`src/rtl/spi_ram_slave_burst.sv`:
```
// SPI slave sampled on the system clock, in front of a single-port RAM.
// Frames are {cmd[1:0], payload}; SS_n held low chains frames into a burst.
module spi_ram_slave_burst #(
    parameter int DATA_W   = 8,
    parameter int ADDR_W   = 8,
    parameter int DEPTH    = 256,
    parameter int AUTO_INC = 1
) (
    input  logic              clk,
    input  logic              rst,
    input  logic              SS_n,
    input  logic              MOSI,
    output logic              MISO,
    output logic              rx_valid,
    output logic [DATA_W+1:0] rx_data,
    output logic              tx_valid,
    output logic [DATA_W-1:0] tx_data,
    output logic              busy,
    output logic              frame_abort
);

    localparam int FRAME_W = DATA_W + 2;
    localparam int CNT_W   = $clog2(FRAME_W + 1);

    localparam logic [CNT_W-1:0]  RX_LAST  = CNT_W'(FRAME_W);
    localparam logic [CNT_W-1:0]  TX_LAST  = CNT_W'(DATA_W - 1);
    localparam logic [ADDR_W:0]   DEPTH_X  = (ADDR_W + 1)'(DEPTH);
    localparam logic [ADDR_W-1:0] ADDR_TOP = ADDR_W'(DEPTH - 1);

    typedef enum logic [1:0] {IDLE, RX, WAIT_TX, TX} state_t;

    state_t              state;
    logic [CNT_W-1:0]    cnt;
    logic [FRAME_W-1:0]  rx_sh;
    logic [DATA_W-1:0]   tx_sh;
    logic [ADDR_W-1:0]   wr_addr;
    logic [ADDR_W-1:0]   rd_addr;
    logic [ADDR_W-1:0]   rd_base;
    logic [DATA_W-1:0]   mem [DEPTH];

    logic [1:0]          cmd;
    logic [DATA_W-1:0]   payload;
    logic [ADDR_W-1:0]   pl_addr;
    logic [DATA_W-1:0]   rd_word;
    logic                wr_en;

    assign cmd     = rx_data[FRAME_W-1 -: 2];
    assign payload = rx_data[DATA_W-1:0];
    assign pl_addr = payload[ADDR_W-1:0];
    // Addresses at or beyond DEPTH read as zero and drop writes.
    assign rd_word = ({1'b0, rd_addr} < DEPTH_X) ? mem[rd_addr] : '0;
    assign wr_en   = rx_valid && (cmd == 2'b01) && ({1'b0, wr_addr} < DEPTH_X);

    function automatic logic [ADDR_W-1:0] bump(input logic [ADDR_W-1:0] a);
        if (AUTO_INC == 0)
            return a;
        return (a == ADDR_TOP) ? '0 : a + ADDR_W'(1);
    endfunction

    always_ff @(posedge clk) begin
        if (!rst && wr_en)
            mem[wr_addr] <= payload;
    end

    always_ff @(posedge clk) begin
        if (rst) begin
            state       <= IDLE;
            cnt         <= '0;
            rx_sh       <= '0;
            tx_sh       <= '0;
            wr_addr     <= '0;
            rd_addr     <= '0;
            rd_base     <= '0;
            MISO        <= 1'b0;
            rx_valid    <= 1'b0;
            rx_data     <= '0;
            tx_valid    <= 1'b0;
            tx_data     <= '0;
            busy        <= 1'b0;
            frame_abort <= 1'b0;
        end else begin
            rx_valid    <= 1'b0;
            tx_valid    <= 1'b0;
            frame_abort <= 1'b0;
            MISO        <= 1'b0;

            // Command side effects land on the edge that sees rx_valid high.
            if (rx_valid) begin
                case (cmd)
                    2'b00:   wr_addr <= pl_addr;
                    2'b01:   wr_addr <= bump(wr_addr);
                    2'b10:   rd_addr <= pl_addr;
                    default: begin
                        rd_base <= rd_addr;
                        rd_addr <= bump(rd_addr);
                    end
                endcase
            end

            case (state)
                IDLE: begin
                    cnt  <= '0;
                    busy <= !SS_n;
                    if (!SS_n)
                        state <= RX;
                end

                RX: begin
                    if (cnt == RX_LAST) begin
                        // All bits are in: the frame completes whatever SS_n does now.
                        rx_data  <= rx_sh;
                        rx_valid <= 1'b1;
                        cnt      <= '0;
                        if (rx_sh[FRAME_W-1 -: 2] == 2'b11) begin
                            state <= WAIT_TX;
                            busy  <= 1'b1;
                        end else begin
                            state <= SS_n ? IDLE : RX;
                            busy  <= !SS_n;
                        end
                    end else if (SS_n) begin
                        state       <= IDLE;
                        busy        <= 1'b0;
                        frame_abort <= (cnt != '0);
                    end else begin
                        rx_sh <= {rx_sh[FRAME_W-2:0], MOSI};
                        cnt   <= cnt + CNT_W'(1);
                    end
                end

                WAIT_TX: begin
                    if (SS_n) begin
                        state       <= IDLE;
                        busy        <= 1'b0;
                        frame_abort <= 1'b1;
                        rd_addr     <= rd_addr;  // cancel the post-increment landing this edge
                    end else begin
                        tx_valid <= 1'b1;
                        tx_data  <= rd_word;
                        tx_sh    <= rd_word;
                        cnt      <= '0;
                        state    <= TX;
                    end
                end

                TX: begin
                    if (SS_n) begin
                        state       <= IDLE;
                        busy        <= 1'b0;
                        frame_abort <= 1'b1;
                        rd_addr     <= rd_base;  // an aborted read can be retried at the same address
                    end else begin
                        MISO  <= tx_sh[DATA_W-1];
                        tx_sh <= tx_sh << 1;
                        if (cnt == TX_LAST) begin
                            state <= RX;
                            cnt   <= '0;
                        end else begin
                            cnt <= cnt + CNT_W'(1);
                        end
                    end
                end

                default: begin
                    state <= IDLE;
                    busy  <= 1'b0;
                end
            endcase
        end
    end

endmodule

```
`config.mk`:
```
export PLATFORM = sky130hd
export DESIGN_NAME = spi_ram_slave_burst
export DESIGN_NICKNAME = d
export VERILOG_FILES = /design/src/rtl/spi_ram_slave_burst.sv
export SDC_FILE = /design/constraint.sdc
export NUM_CORES = 2
export LEC_CHECK = 0
export ABC_AREA = 0
export ABC_CLOCK_PERIOD_IN_PS = 6350
export BUFFER_PORTS_ARGS = -buffer_cell sky130_fd_sc_hd__buf_2
export CORE_ASPECT_RATIO = 0.7
export CORE_MARGIN = 3
export CORE_UTILIZATION = 36
export DETAILED_ROUTE_END_ITERATION = 12
export GPL_TIMING_DRIVEN = 0
export HOLD_SLACK_MARGIN = 0.1
export PLACE_DENSITY = 0.53
export SLEW_MARGIN = 25
export SYNTH_ARGS = -nofsm -noshare
export SYNTH_HDL_FRONTEND = slang
export SYNTH_SLANG_ARGS = --single-unit
```
`constraint.sdc`:
```
create_clock -name clk -period 6.35 [get_ports clk]
set_clock_uncertainty 0.15 [all_clocks]
set_input_delay 0.3175 -clock clk [delete_from_list [all_inputs] [get_ports clk]]
set_output_delay 0.3175 -clock clk [all_outputs]
set_load 0.005 [all_outputs]
```
# Yosys cells after proc, flatten, opt, wreduce, memory -nomap -nowiden
# Memory sizes are Yosys's and may differ from the RTL's. A register that Yosys moved wholly into a read port is not among the register bits.
# Cells that the tools add are included.
[totals]
ramBits = 2048
word_cells = 103
ff_bits = 71
inputBits = 4
mem_count = 1
[memory_table]
columns = ["name", "words", "width", "rd", "rd_clocked_by_memory_dff", "wr", "line_no", "source"]
rows = [
  ["mem", 256, 8, 1, 1, 1, "39", "logic [DATA_W-1:0] mem [DEPTH];"],
]
[classes]
muxes = 40
eq_ne = 16
reduce_logical = 23
n_bitwise = 6
addsub = 3
[op_table]
columns = ["op", "n"]
rows = [
  ["8-bit 2-to-1 mux", 9],
  ["8-bit case mux with 2 select lines", 4],
  ["4-bit 2-to-1 mux", 5],
  ["8-bit by 1-bit adder with 8-bit output (second input constant)", 2],
  ["8-bit equality test (second input constant)", 2],
  ["4-bit case mux with 4 select lines", 1],
  ["2-bit 2-to-1 mux", 7],
  ["3-bit AND reduction", 4],
  ["1-bit 2-to-1 mux", 11],
  ["3-bit inequality test (second input constant)", 3],
  ["2-bit equality test (second input constant)", 4],
  ["2-bit case mux with 4 select lines", 1],
  ["2-bit AND reduction", 4],
  ["2-bit OR reduction", 4],
  ["2-bit inequality test (second input constant)", 3],
  ["1-bit NOT", 6],
  ["3-bit OR reduction", 2],
  ["4-bit by 1-bit adder with 4-bit output (second input constant)", 1],
  ["2-bit by 1-bit equality test with 1-bit output (second input constant)", 2],
  ["4-bit by 3-bit equality test with 1-bit output (second input constant)", 1],
  ["4-bit equality test (second input constant)", 1],
  ["2-bit logical NOT", 2],
  ["2-bit nonzero test", 2],
  ["4-bit nonzero test", 1],
  ["other kinds (4)", 6],
]

# Longest topological paths before layout
[logic_depth]
word_depth = 8
mapped_depth = 15

# Worst setup path before layout
# Ideal clock, no wire load.
[synth_timing]
path_type = "register to register"
start = "register rx_data[2]"
end = "register with a tool-made name"
t_arrival_ns = 4.440
period_less_slack_ns = 4.687
n_path_buf = 0
path_stages_with_launch = 6
setup_ns = 0.097
slack_ns = 1.663
cell_sequence = "dfxtp_1 nand2_1 nor2_1 o21ai_0 a221o_1 a211oi_1"
[synth_rtl]
columns = ["element", "line_no", "source"]
rows = [
  ["start: declaration", "15", "output logic [DATA_W+1:0] rx_data,"],
  ["start signal: assignment", "111", "rx_data <= rx_sh;"],
]

==> run metrics <==
yosys warns=0; Met3 Wirelength=between 50000 and 60000 µm; Synth Instances=4120; Net Count, Synth=4132; Via density=6.34; post-synthesis area per instance=20.2 µm²; DRT Pass-1 Iters=8; mux cell area share after synthesis=15.9%; cell-internal power=roughly 22000 µW; Vias=48400; Slew Viols, Final=0; commonest cells in the netlist=edfxtp_1 (2048), mux4_2 (487), nor2_1 (344), nand2_1 (176), mux2i_1 (113); first-pass GRT wire length=432000 µm; sequential share of power=55.4%; Worst Hold Path EP=rx_sh[0]$_SDFFE_PP0P_; full die area=237000 µm²; f_max=154 MHz; Hold WS=149 ps; Design Power=between 20000 and 30000 µW; run status=finished with violations; Startpoint Class=flop; Die H=408 µm; Final ANT Viol Nets=0; later-pin clock latency in the skew report=890 ps; GP Congestion=0.987; Area Overhead vs Synth=14.6%; Synth cell types=slightly above 70; Compound-Gate Fraction of Synth Area=approximately 2.8%; XOR/XNOR Fraction of Synth Area=less than 1%; Max Root-Sink Buffers=4; Setup-failing EPs final=5; Min-Delay Path Class=in -> reg; number of antenna violations at the first check in global routing=30; power per cell area=286 nW/µm²; pre-CTS setup slack=87.9 ps; initial core utilization=36.3%; Post-synth EDFFs=2048; proportion of layout cells with a drive suffix above 1=between 20% and 30%; CP Class=reg -> reg; Rows=147; Lkg Pwr=0.0297 µW; Min-Delay Path Depth=4; worst vdd ir=221 µV; Post-Syn Area=83300 µm²; CP Capture Type=flop; Resized cells post-CTS=0; Port Buffers=25; setup tns final=-262 ps; largest net degree at the start of global routing=74; Max-cap violations=0; Sw Share=roughly a fifth; setup slack, reg-to-reg=-130 ps; CTS root buffer=clkbuf_16; Clock Pin Slew Worst Setup and Hold Paths=~60 ps; overall routing resource usage=27.5%; number of hold violations in the final report=0; slew margin rel.=17.0%; Reg area=63100 µm²; I/O Pins=27; failing checks=negative setup slack; DRT iter0 DRCs=a little over 9000; post-DR wirelength/cell=43.5 µm; slack of the critical path=-126 ps; Total Wirelength=333000 µm; DRC violations left=0; beginning of the worst hold path=MOSI; TritonCTS clock tree=built; post-synth top area share=73.8%; met1 WL=136000 µm; Post-Synth Simple-Gate Area=3.52%; Top Metal Used=met5; number of global-route vias before repair=43800; Required @ worst endpoint=6890 ps; RSZ-0062 raised after global routing=false; crit path time final=6480 ps; async set or reset register ratio after synthesis=0%; Die Span X=~580 µm; Post-CTS Hold Fix Bufs=3; switching power=5430 µW; CP max FO=10; largest area contributor in the netlist=edfxtp_1; clock power share=between 40 and 50%; endpoint of the worst register-to-register path=tx_sh[7]$_SDFFE_PP0P_; Comb power frac=0.1%; Worst Tran Pin Value=1230 ps; sequential element share of the synthesized area=~76%; Area contributors post-synth=edfxtp_1 (74%), mux4_2 (13%), dfxtp_1 (1.9%), nor2_1 (1.6%), mux2i_1 (1.4%); fin crit share=102%; largest family of logic cells by synthesized area=multiplexers; H-tree depth=4; Post-CTS Setup Bufs=0; # nets final=4428; Filler cells=20000; Synth Area in Adders=less than 1%; Synth Flop Type=edfxtp_1; multi-input combinational cell area=about 19000 µm²; CTS buffer count=200; gr ovfl total=0; met2 routed WL=about 130000 µm; # clock sinks=around 2100; Core Box Area=230000 µm²; Reg2Reg Depth=10; Seq cells post-synth=about 2100; crit path DAT=~7000 ps; dpl hpwl=227000 µm; most frequent cell after synthesis=edfxtp_1
[through the flow]
stage / instance area (µm²) / util [%] / cells
floorplan: 83300 / - / 4120
global placement: 87200 / 38.0 / 7199
detailed placement: 89000 / 38.8 / 7265
CTS: 95400 / 41.5 / 7624
global route: 95500 / 41.6 / 7625
finish: 95500 / 41.6 / 7638
[layout by cell type, fill, tap and decap left out, types with 9 or more instances in the layout]
cell type / n
a21oi_1: 85
clkinv_1: 53
buf_2: 97
o221ai_1: 13
edfxtp_1: 2048
a22oi_1: 55
dfxtp_1: 71
nor2_2: 64
mux2i_1: 112
buf_6: 23
buf_16: 34
mux4_2: 487
mux2_2: 58
clkinv_2: 33
clkbuf_2: 37
buf_12: 34
nor2b_1: 34
and3_1: 9
nor4_1: 10
nand4_1: 10
a31oi_1: 22
o21ai_0: 40
mux4_1: 20
nand3_1: 36
clkbuf_1: 98
nor2_1: 278
nor3_1: 18
clkbuf_16: 207
and2_1: 15
diode_2: 14
bufinv_16: 19
o22ai_1: 42
a211oi_1: 24
nand2b_1: 12
nand2_1: 175
inv_1: 16
buf_4: 38
[kinds of logic after synthesis]
group | after synthesis
mux | 678
fa+ha+maj | 8
flops | 2127
xor+xnor | 4
simple gates | 684
buf+inv | 265
compound gates | 354
[registers in the layout, summed over array words and instances, names as in the netlist, 2 cells and up, named ones only]
signal,cells
rx_sh,10
tx_data,8
tx_sh,8
rd_base,8
rd_addr,8
state,2
wr_addr,8
rx_data,10
mem,2048
cnt,4
[cell type report]
type / instances / share of cell area, %
sequential: 2127 / 66.1
inverter: 22 / 0.0865
antenna: 14 / 0.0367
timing repair buffer: 94 / 1.76
clock inverter: 109 / 1.02
multi-input combinational: 1728 / 19.8
tap: 3054 / 4.00
buffer: 243 / 1.56
clock buffer: 247 / 5.61
[power by group through the flow]
stage          logic, µW  registers (µW)  clock network (µW)
6_report            31.2           15100               12100
5_1_grt             33.0           15100               12700
4_1_cts             29.8           15100               12100
3_5_place_dp        28.1           15400                   0
3_3_place_gp        28.1           15400                   0
2_1_floorplan       16.5           15400                   0
[worst max path at each step]
stage	slack (ps)	to	cells after the start	from
6_report	-130	tx_sh[7]$_SDFFE_PP0P_	10	flop
5_1_grt	60	tx_sh[7]$_SDFFE_PP0P_	11	flop
4_1_cts	60	tx_sh[3]$_SDFFE_PP0P_	12	flop
3_5_place_dp	90	tx_sh[3]$_SDFFE_PP0P_	12	flop
3_3_place_gp	-2770	flop	4	rx_data[1]$_SDFFE_PP0P_
2_1_floorplan	1660	flop	5	rx_data[2]$_SDFFE_PP0P_
[routing by layer]
metal	vias to the layer above	global-route usage (%)
met3	628	13.0
li1	17600	-
met5	-	0.221
met4	18	9.26
met2	3963	35.2
met1	26200	40.5
[worst max-delay path, stage by stage, from the launching register on]
cell and delay [ps]:
dfxtp_1 600, buf_2 470, buf_2 880, buf_2 780, buf_2 700, clkbuf_2 710
mux4_2 450, a22oi_1 850, a22oi_1 170, o31ai_1 300, o21ai_1 130
No activity file was read; power rests on OpenSTA's default activity.
